**config.mk**
```make
export PLATFORM = sky130hd
export DESIGN_NAME = bp_table_ctrl
export DESIGN_NICKNAME = d
export VERILOG_FILES = /design/src/rtl/bp_pkg.sv /design/src/rtl/bp_update_fifo.sv /design/src/rtl/bp_table_ctrl.sv
export SDC_FILE = /design/constraint.sdc
export NUM_CORES = 1
export LEC_CHECK = 0
export ABC_AREA = 1
export BUFFER_PORTS_ARGS = -buffer_cell sky130_fd_sc_hd__buf_2
export CAP_MARGIN = 20
export CORE_MARGIN = 8
export CORE_UTILIZATION = 55
export CTS_CLUSTER_SIZE = 16
export DETAILED_ROUTE_END_ITERATION = 10
export GPL_ROUTABILITY_DRIVEN = 0
export PLACE_DENSITY = 0.74
export SLEW_MARGIN = 20
export SYNTH_ARGS = -nofsm -noshare
export SYNTH_HDL_FRONTEND = slang
export SYNTH_SLANG_ARGS = --single-unit
```
**constraint.sdc**
```tcl
create_clock -name clk -period 2.7 [get_ports clk]
set_input_delay 0.81 -clock clk [delete_from_list [all_inputs] [get_ports clk]]
set_output_delay 0.81 -clock clk [all_outputs]
set_load 0.1 [all_outputs]
```
**src/rtl/bp_pkg.sv**
```systemverilog
// bp_pkg: shared constants, arbiter-state enum and counter arithmetic for bp_table_ctrl.
//   SNT/WNT/WT/ST  2-bit counter states
//   CNT_RST        counter reset value
//   arb_state_t    table-port arbiter states
//   sat_upd()      saturating counter update
package bp_pkg;

    localparam logic [1:0] SNT = 2'b00;
    localparam logic [1:0] WNT = 2'b01;
    localparam logic [1:0] WT  = 2'b10;
    localparam logic [1:0] ST  = 2'b11;
    localparam logic [1:0] CNT_RST = ST;

    typedef enum logic [1:0] {
        IDLE   = 2'd0,
        LOOKUP = 2'd1,
        DRAIN  = 2'd2
    } arb_state_t;

    function automatic logic [1:0] sat_upd(input logic [1:0] c, input logic taken);
        return taken ? ((c == ST) ? ST : c + 2'd1) : ((c == SNT) ? SNT : c - 2'd1);
    endfunction

endpackage

```
**src/rtl/bp_update_fifo.sv**
```systemverilog
// bp_update_fifo: DEPTH-entry queue of pending {idx, taken} counter updates.
//   clk, rst_n  clock, asynchronous active-low reset (empties the queue)
//   push, din   write an entry (caller guarantees not full)
//   pop, dout   head entry, removed on pop (caller guarantees not empty)
//   full, empty occupancy flags
module bp_update_fifo
    import bp_pkg::*;
#(
    parameter int W     = 5,
    parameter int DEPTH = 4
) (
    input  logic         clk,
    input  logic         rst_n,
    input  logic         push,
    input  logic [W-1:0] din,
    input  logic         pop,
    output logic [W-1:0] dout,
    output logic         full,
    output logic         empty
);

    localparam int AW = $clog2(DEPTH);

    logic [W-1:0]  mem [DEPTH];
    logic [AW-1:0] wr_ptr;
    logic [AW-1:0] rd_ptr;
    logic [AW:0]   cnt;

    always_ff @(posedge clk or negedge rst_n) begin
        if (!rst_n) begin
            wr_ptr <= '0;
            rd_ptr <= '0;
            cnt    <= '0;
        end else begin
            if (push) wr_ptr <= wr_ptr + AW'(1);
            if (pop) rd_ptr <= rd_ptr + AW'(1);
            cnt <= cnt + (AW+1)'(push) - (AW+1)'(pop);
        end
    end

    always_ff @(posedge clk) begin
        if (push) mem[wr_ptr] <= din;
    end

    assign dout  = mem[rd_ptr];
    assign full  = cnt == (AW+1)'(DEPTH);
    assign empty = cnt == '0;

endmodule

```
**src/rtl/bp_table_ctrl.sv**
```systemverilog
// bp_table_ctrl: 2-bit saturating branch-predictor table with a single access port
// shared between fetch lookups (priority) and queued execute updates.
//   clk, rst_n                      clock, asynchronous active-low reset
//   req_valid, req_pc, req_ready    lookup request handshake
//   pred_valid, pred_taken, pred_idx registered prediction, one cycle after accept
//   res_valid, res_idx, res_taken, res_ready  outcome update handshake
// Optional build macro GSHARE_EN: XOR a global outcome history into the lookup index.
module bp_table_ctrl
    import bp_pkg::*;
#(
    parameter int IDX_W     = 4,
    parameter int PC_W      = 8,
    parameter int UPD_DEPTH = 4
) (
    input  logic             clk,
    input  logic             rst_n,
    input  logic             req_valid,
    input  logic [PC_W-1:0]  req_pc,
    output logic             req_ready,
    output logic             pred_valid,
    output logic             pred_taken,
    output logic [IDX_W-1:0] pred_idx,
    input  logic             res_valid,
    input  logic [IDX_W-1:0] res_idx,
    input  logic             res_taken,
    output logic             res_ready
);

    logic [1:0]       tbl [2**IDX_W];
    logic             full;
    logic             empty;
    logic             lookup;
    logic             push;
    logic [IDX_W-1:0] idx;
    logic [IDX_W:0]   head;
    arb_state_t       state;
    logic             unused_pc;

    assign unused_pc = ^req_pc;

`ifdef GSHARE_EN
    logic [IDX_W-1:0] ghr;

    always_ff @(posedge clk or negedge rst_n) begin
        if (!rst_n) ghr <= '0;
        else if (push) ghr <= {ghr[IDX_W-2:0], res_taken};
    end

    assign idx = req_pc[IDX_W-1:0] ^ ghr;
`else
    assign idx = req_pc[IDX_W-1:0];
`endif

    // A full queue blocks lookups as well, so the drain is starved for at most UPD_DEPTH lookups.
    assign req_ready = !full;
    assign res_ready = !full;
    assign lookup    = req_valid && req_ready;
    assign push      = res_valid && res_ready;
    assign state     = lookup ? LOOKUP : (empty ? IDLE : DRAIN);

    bp_update_fifo #(
        .W     (IDX_W + 1),
        .DEPTH (UPD_DEPTH)
    ) u_fifo (
        .clk   (clk),
        .rst_n (rst_n),
        .push  (push),
        .din   ({res_idx, res_taken}),
        .pop   (state == DRAIN),
        .dout  (head),
        .full  (full),
        .empty (empty)
    );

    always_ff @(posedge clk or negedge rst_n) begin
        if (!rst_n) begin
            for (int i = 0; i < 2**IDX_W; i++) tbl[i] <= CNT_RST;
        end else if (state == DRAIN) begin
            tbl[head[IDX_W:1]] <= sat_upd(tbl[head[IDX_W:1]], head[0]);
        end
    end

    always_ff @(posedge clk or negedge rst_n) begin
        if (!rst_n) begin
            pred_valid <= 1'b0;
            pred_taken <= 1'b0;
            pred_idx   <= '0;
        end else begin
            pred_valid <= lookup;
            if (lookup) begin
                pred_taken <= tbl[idx][1];
                pred_idx   <= idx;
            end
        end
    end

endmodule

```
## After elaboration in Yosys (flattened, before gate mapping)

Memories as Yosys holds them, arrays and structs flattened.
Cells that the tools add are included.

| storage, ports and cells | value |
|---|---|
| register bits after elaboration | 45 |
| bits in writable memories | 20 |
| input bits | 17 |
| output and inout bits | 8 |
| logic and storage cells | 59 |
| memories kept | 1 |

Memory list:

| name | depth | bits a word | read ports | clocked after Yosys merged registers in | write ports | RTL line | source |
|---|---|---|---|---|---|---|---|
| u_fifo.mem | 4 | 5 | 1 | 0 | 1 | bp_update_fifo.sv:24 | `logic [W-1:0] mem [DEPTH];` |

| operators by class | value |
|---|---|
| add/sub/neg operators | 6 |
| $lt $le $gt $ge | 3 |
| eq/ne operators | 3 |
| mux-type cells | 16 |
| bitwise operators | 2 |
| reduce and logical (&&, ||, !) cells | 6 |

Operator list:

| cell | count |
|---|---|
| bitwise mux 32 bit | 1 |
| 2-to-1 mux 2 bit | 10 |
| binary-select mux 2 bit (select 4 bit) | 2 |
| >= comparator 5 bit, second input constant | 2 |
| NOT 4 -> 5 bit | 2 |
| demux 2 bit (select 4 bit) | 1 |
| adder 2 x 1 -> 2 bit, second input constant | 3 |
| < comparator 5 x 1 -> 1 bit, second input constant | 1 |
| == test 2 bit, second input constant | 2 |
| adder 3 x 1 -> 3 bit | 1 |
| == test 3 bit, second input constant | 1 |
| logical AND 1 bit | 3 |
| zero test 3 bit | 1 |
| subtractor 3 x 1 -> 3 bit | 1 |
| zero test 2 bit | 1 |
| 2-to-1 mux 1 bit | 2 |
| subtractor 2 x 1 -> 2 bit, second input constant | 1 |
| zero test 1 bit | 1 |

## Logic depth before layout (Yosys ltp)

An unclocked memory read counts as a cell.

| logic depth | value |
|---|---|
| word-level depth | 9 |
| depth in mapped cells | 15 |
| gate-level depth less buffers | 14 |

## By module

From an unflattened synthesis, not the netlist that was laid out.

| second synthesis, totals | value |
|---|---|
| cell total of the unflattened synthesis | 445 |
| area total of the unflattened synthesis | 3437.0 um^2 |

Modules (own cells, without submodules):

| module | times used | cells each | area each (um^2) | seq. area each (um^2) |
|---|---|---|---|---|
| bp_table_ctrl | 1 | 322 | 2190.9 | 991.0 |
| bp_update_fifo | 1 | 123 | 1246.2 | 775.7 |

## Worst setup path after synthesis

Ideal clock, no wire load.

| timing path | value |
|---|---|
| kind | reg-to-reg |
| start point | register u_fifo.cnt[1] |
| end point | register u_fifo.cnt[2] |
| setup time | 0.129 ns |
| data arrival time | 2.487 ns |
| data required time | 2.571 ns |
| path slack | 0.084 ns |
| cell stages (with the launch flop) | 11 |
| buffers on the path | 0 |
| period minus slack after synthesis | 2.616 ns |
| path through | dfrtp_1 -> inv_1 -> nand2_1 -> nor2_1 -> inv_1 -> o21ai_1 -> nand2_1 -> o21ai_0 -> ha_1 -> fa_1 -> xor2_1 |

| on the way | value |
|---|---|
| word-level cells in the longest chain between the ends | 6 |
| elaborated cells on any way between the ends | 10 |
| classes of those cells | add/sub (2); eq/ne (2); mux (2); reduce/logical (4) |

Ends and longest elaborated chain:

| element | RTL line | source |
|---|---|---|
| from (decl) | bp_update_fifo.sv:27 | `logic [AW:0] cnt;` |
| from (signal assigned) | bp_update_fifo.sv:37 | `cnt <= cnt + (AW+1)'(push) - (AW+1)'(pop);` |
| == test 3 bit (*) | bp_update_fifo.sv:46 | `assign full = cnt == (AW+1)'(DEPTH);` |
| zero test 1 bit (*) | bp_table_ctrl.sv:55 | `assign req_ready = !full;` |
| via req_ready | bp_table_ctrl.sv:19 | `output logic req_ready,` |
| parallel branches: the longest is 3 deep, another holds adder 3 x 1 -> 3 bit | - |  |
| subtractor 3 x 1 -> 3 bit (*) | bp_update_fifo.sv:37 |  |

Mark *: on every way through the listed nets, which the timed path passes.
A chain may end at the register's enable or synchronous reset.

## Final worst setup path

| timing path | value |
|---|---|
| start point | register u_fifo.rd_ptr[0] |
| end point | register tbl[11] (netlist name) |

| on the way | value |
|---|---|
| word-level cells in the longest chain between the ends | 9 |
| elaborated cells on any way between the ends | 18 |
| classes of those cells | add/sub (2); order compare (2); eq/ne (1); mux (9); bitwise (1); reduce/logical (2); memory (1) |

Ends and longest elaborated chain:

| element | RTL line | source |
|---|---|---|
| from (decl) | bp_update_fifo.sv:26 | `logic [AW-1:0] rd_ptr;` |
| from (signal assigned) | bp_update_fifo.sv:36 | `if (pop) rd_ptr <= rd_ptr + AW'(1);` |
| memory read (4 x 5 bit) (*) | - |  |
| NOT 4 -> 5 bit (not written as such) | bp_table_ctrl.sv:79 | `tbl[head[IDX_W:1]] <= sat_upd(tbl[head[IDX_W:1]], head[0]);` |
| binary-select mux 2 bit (select 4 bit) | bp_table_ctrl.sv:79 |  |
| 2-to-1 mux 2 bit (not written as such) (2 in series) | bp_table_ctrl.sv:79 |  |
| subtractor 2 x 1 -> 2 bit (tied with other cells) | bp_pkg.sv:21 | `return taken ? ((c == ST) ? ST : c + 2'd1) : ((c == SNT) ? SNT : c - 2'd1);` |
| 2-to-1 mux 2 bit (2 in series) | bp_pkg.sv:21 |  |
| bitwise mux 32 bit (*) | bp_table_ctrl.sv:79 |  |
| to (signal, indexed assignment) | bp_table_ctrl.sv:79 |  |
| to (decl) | bp_table_ctrl.sv:29 | `logic [1:0] tbl [2**IDX_W];` |

Every way passes the cells marked *; elsewhere a longest branch is shown, timed or not. The select of a mux whose other input is x is not followed.

==> flow_summary.toml <==
[die]
dieWidth_um = 94.4
pin_count = 25
dieArea_um2 = 8900
die_h_um = 94.4
coreArea_um2 = 5920
initial_core_util_pct = 57.0
fp-row-count = 28

[final_layout]
diodes = 0
multi_input_area_um2 = 1340
fin_util_pct = 63.8
regArea_um2 = 1770
final_cells = 518
area_growth_syn_to_layout_pct = 11.8
nNetsFinal = 461
drive_gt1_share_pct = 20.1
fillerInstances = 487

[cts]
clock_latency_ps = 340
root_buffer = "clkbuf_8"
h-tree-depth = 3
clkTransAtPathRegs_ps = 70
cts_buffers = 9
postCtsSetupRepairBufs = 0
clk_path_buf_depth = 2
clkSinkCount = 65
cts_tree = "done"

[logic_synthesis]
ys_seq_area_share_pct = 52.3
ys.flop_type = "dfstp_2"
async_reset_ff_share_pct = 69.2
syn_area_um2 = 3380
synth_enable_flop_cells = 20
syn_nets = 432
synth_cell_type_count = 32
ys_ff_latch = 65
netlist_instances = 409
synth_area_per_cell_um2 = 8.26
yosys_warnings = 0

[detailed_routing]
route.detailed.drc = 0
firstDrtPassIters = 4
vias = 2757
routed_wl_um = 7440
drtIter0Drc = 192
post_drt_via_cell_ratio = 5.32
routedWlPerCell_um = 14.4
drtAntennaViolNets = 0

[worst_setup_path]
required_ps = 2980
cp.arrival_ps = 2660
crit_type = "register to register"
worst_setup_path_end_kind = "register"
crit_fanout = 16
worstSetupStartpointType = "register"
cp_slowest_cell = "dfrtp_2"
cp_slowest_stage_delay_ps = 510
r2r_slack_ps = 320
path_cells = "inv_2 -> nand2_1 -> nand3_1 -> nand2_1 -> inv_2 -> nand3_1 -> nand3_1 -> nand2_1 -> nor2_1 -> nand2_2 -> nand2_2 -> nand3_1 -> nand2_1"

[timing]
fin_crit_ps = 2380
fin_worst_skew_ps = 8.51
finalHoldViolations = 0
setup_viol = 0
clock.fmax_mhz = 420
maxSlewHeadroom_pct = 66.7
drv_slew = 0
rsz0062_at_grt = "no"
setup_tns_ps = 0
min_period_over_period_pct = 88.2
hold_ws_ps = 438
tightestPinTransition_ps = 498

[global_routing]
grt_pass1_vias = 2619
grt_overflow_total = 0
grtUsageTotal_pct = 17.7
antenna_found_initial = 0
grt_max_degree = 46
grt_pass1_wl_um = 12300

[hold_path]
holdCritPathClass = "input port to asynchronous set/reset pin"

[placement]
dp_cells = 502
dp_hpwl_um = 5250
port_buffers = 20

[flow_run]
maxCapViolCount = 0

[status]
status = "complete, no violations"
[per-stage QoR]
stage               setup WS [ps]  instance area [um^2]
finish                        320                  3770
global route                  128                  3770
CTS                           204                  3770
detailed placement            230                  3570
global placement              279                  3570
floorplan                    84.0                  3380
[synthesized netlist by cell type (5+ instances only)]
master / n / share of area, %
o21ai_0: 14 / 2.1
ha_1: 5 / 1.9
inv_1: 53 / 5.9
nor2_1: 31 / 3.4
dfstp_2: 32 / 25
dfrtp_1: 13 / 9.6
edfxtp_1: 20 / 18
a21oi_1: 8 / 1.2
buf_4: 5 / 1.1
nand3_1: 56 / 8.3
nand2_1: 136 / 15
[kinds of logic (layout without fill, tap and decap cells)]
family                   count (synthesis)  in the layout  synth area share, %
AND/OR/NAND/NOR                        240            240                 30.9
multiplexers                             1              1                0.407
AO/OA/AOI/OAI                           27             27                 4.59
buffers and inverters                   65             99                 8.04
XOR/XNOR                                 5              5                 1.30
adder cells (fa/ha/maj)                  6              6                 2.45
flip-flops                              65             65                 52.3
[per-layer routing]
layer	global-route usage [%]	up-vias	share of wire (%)
met1	22.6	1308	45
met5	0	-	0
li1	-	1346	-
met2	26.7	84	46
met4	10.2	0	2.5
met3	4.52	19	6.3
[worst max-delay path, delay by kind of cell (launching register included)]
family | cells | cell delay (ps)
buffers and inverters | 2 | 440
AND/OR/NAND/NOR | 11 | 1370
flip-flops | 1 | 510
[placed cells by master, fill, tap and decap left out, types with 5 or more instances in the layout]
master	count
nor2_1	31
dfstp_2	32
buf_2	20
buf_4	5
nand2_1	136
a21oi_1	8
nand3_1	56
dfrtp_1	12
o21ai_0	14
clkbuf_8	9
ha_1	5
edfxtp_1	20
inv_1	53
[final cells by class]
| class | count | area share, % |
|---|---|---|
| sequential | 65 | 46.8 |
| tap | 75 | 2.49 |
| inverter | 57 | 5.67 |
| multi-input combinational | 279 | 35.5 |
| timing repair buffer | 26 | 4.18 |
| clock buffer | 12 | 3.58 |
| clock inverter | 4 | 1.79 |
[repair_timing]
action / CTS / global route
gates resized for setup: 0 / 1
hold buffers: 0 / 0
endpoints found under the setup margin: 0 / 16
[flip-flops by register name, summed over array words and instances (netlist names)]
register / count
pred_idx: 4
pred_taken: 1
pred_valid: 1
tbl: 32
u_fifo.cnt: 3
u_fifo.mem: 20
u_fifo.rd_ptr: 2
u_fifo.wr_ptr: 2
[path summary, 6_finish.rpt]
kind / start / cells past startpoint / endpoint
max: u_fifo.rd_ptr[0] / 13 / tbl[11]
min: rst_n / 2 / pred_valid
max reg2reg: u_fifo.rd_ptr[0] / 13 / tbl[11]
min reg2reg: tbl[13] / 2 / tbl[13]
max in group asynchronous: rst_n / 2 / tbl[7]
min in group clk: tbl[13] / 2 / tbl[13]
Power is not shown: default switching activity piles up to over one toggle a cycle in this logic, so the estimate is an artifact.
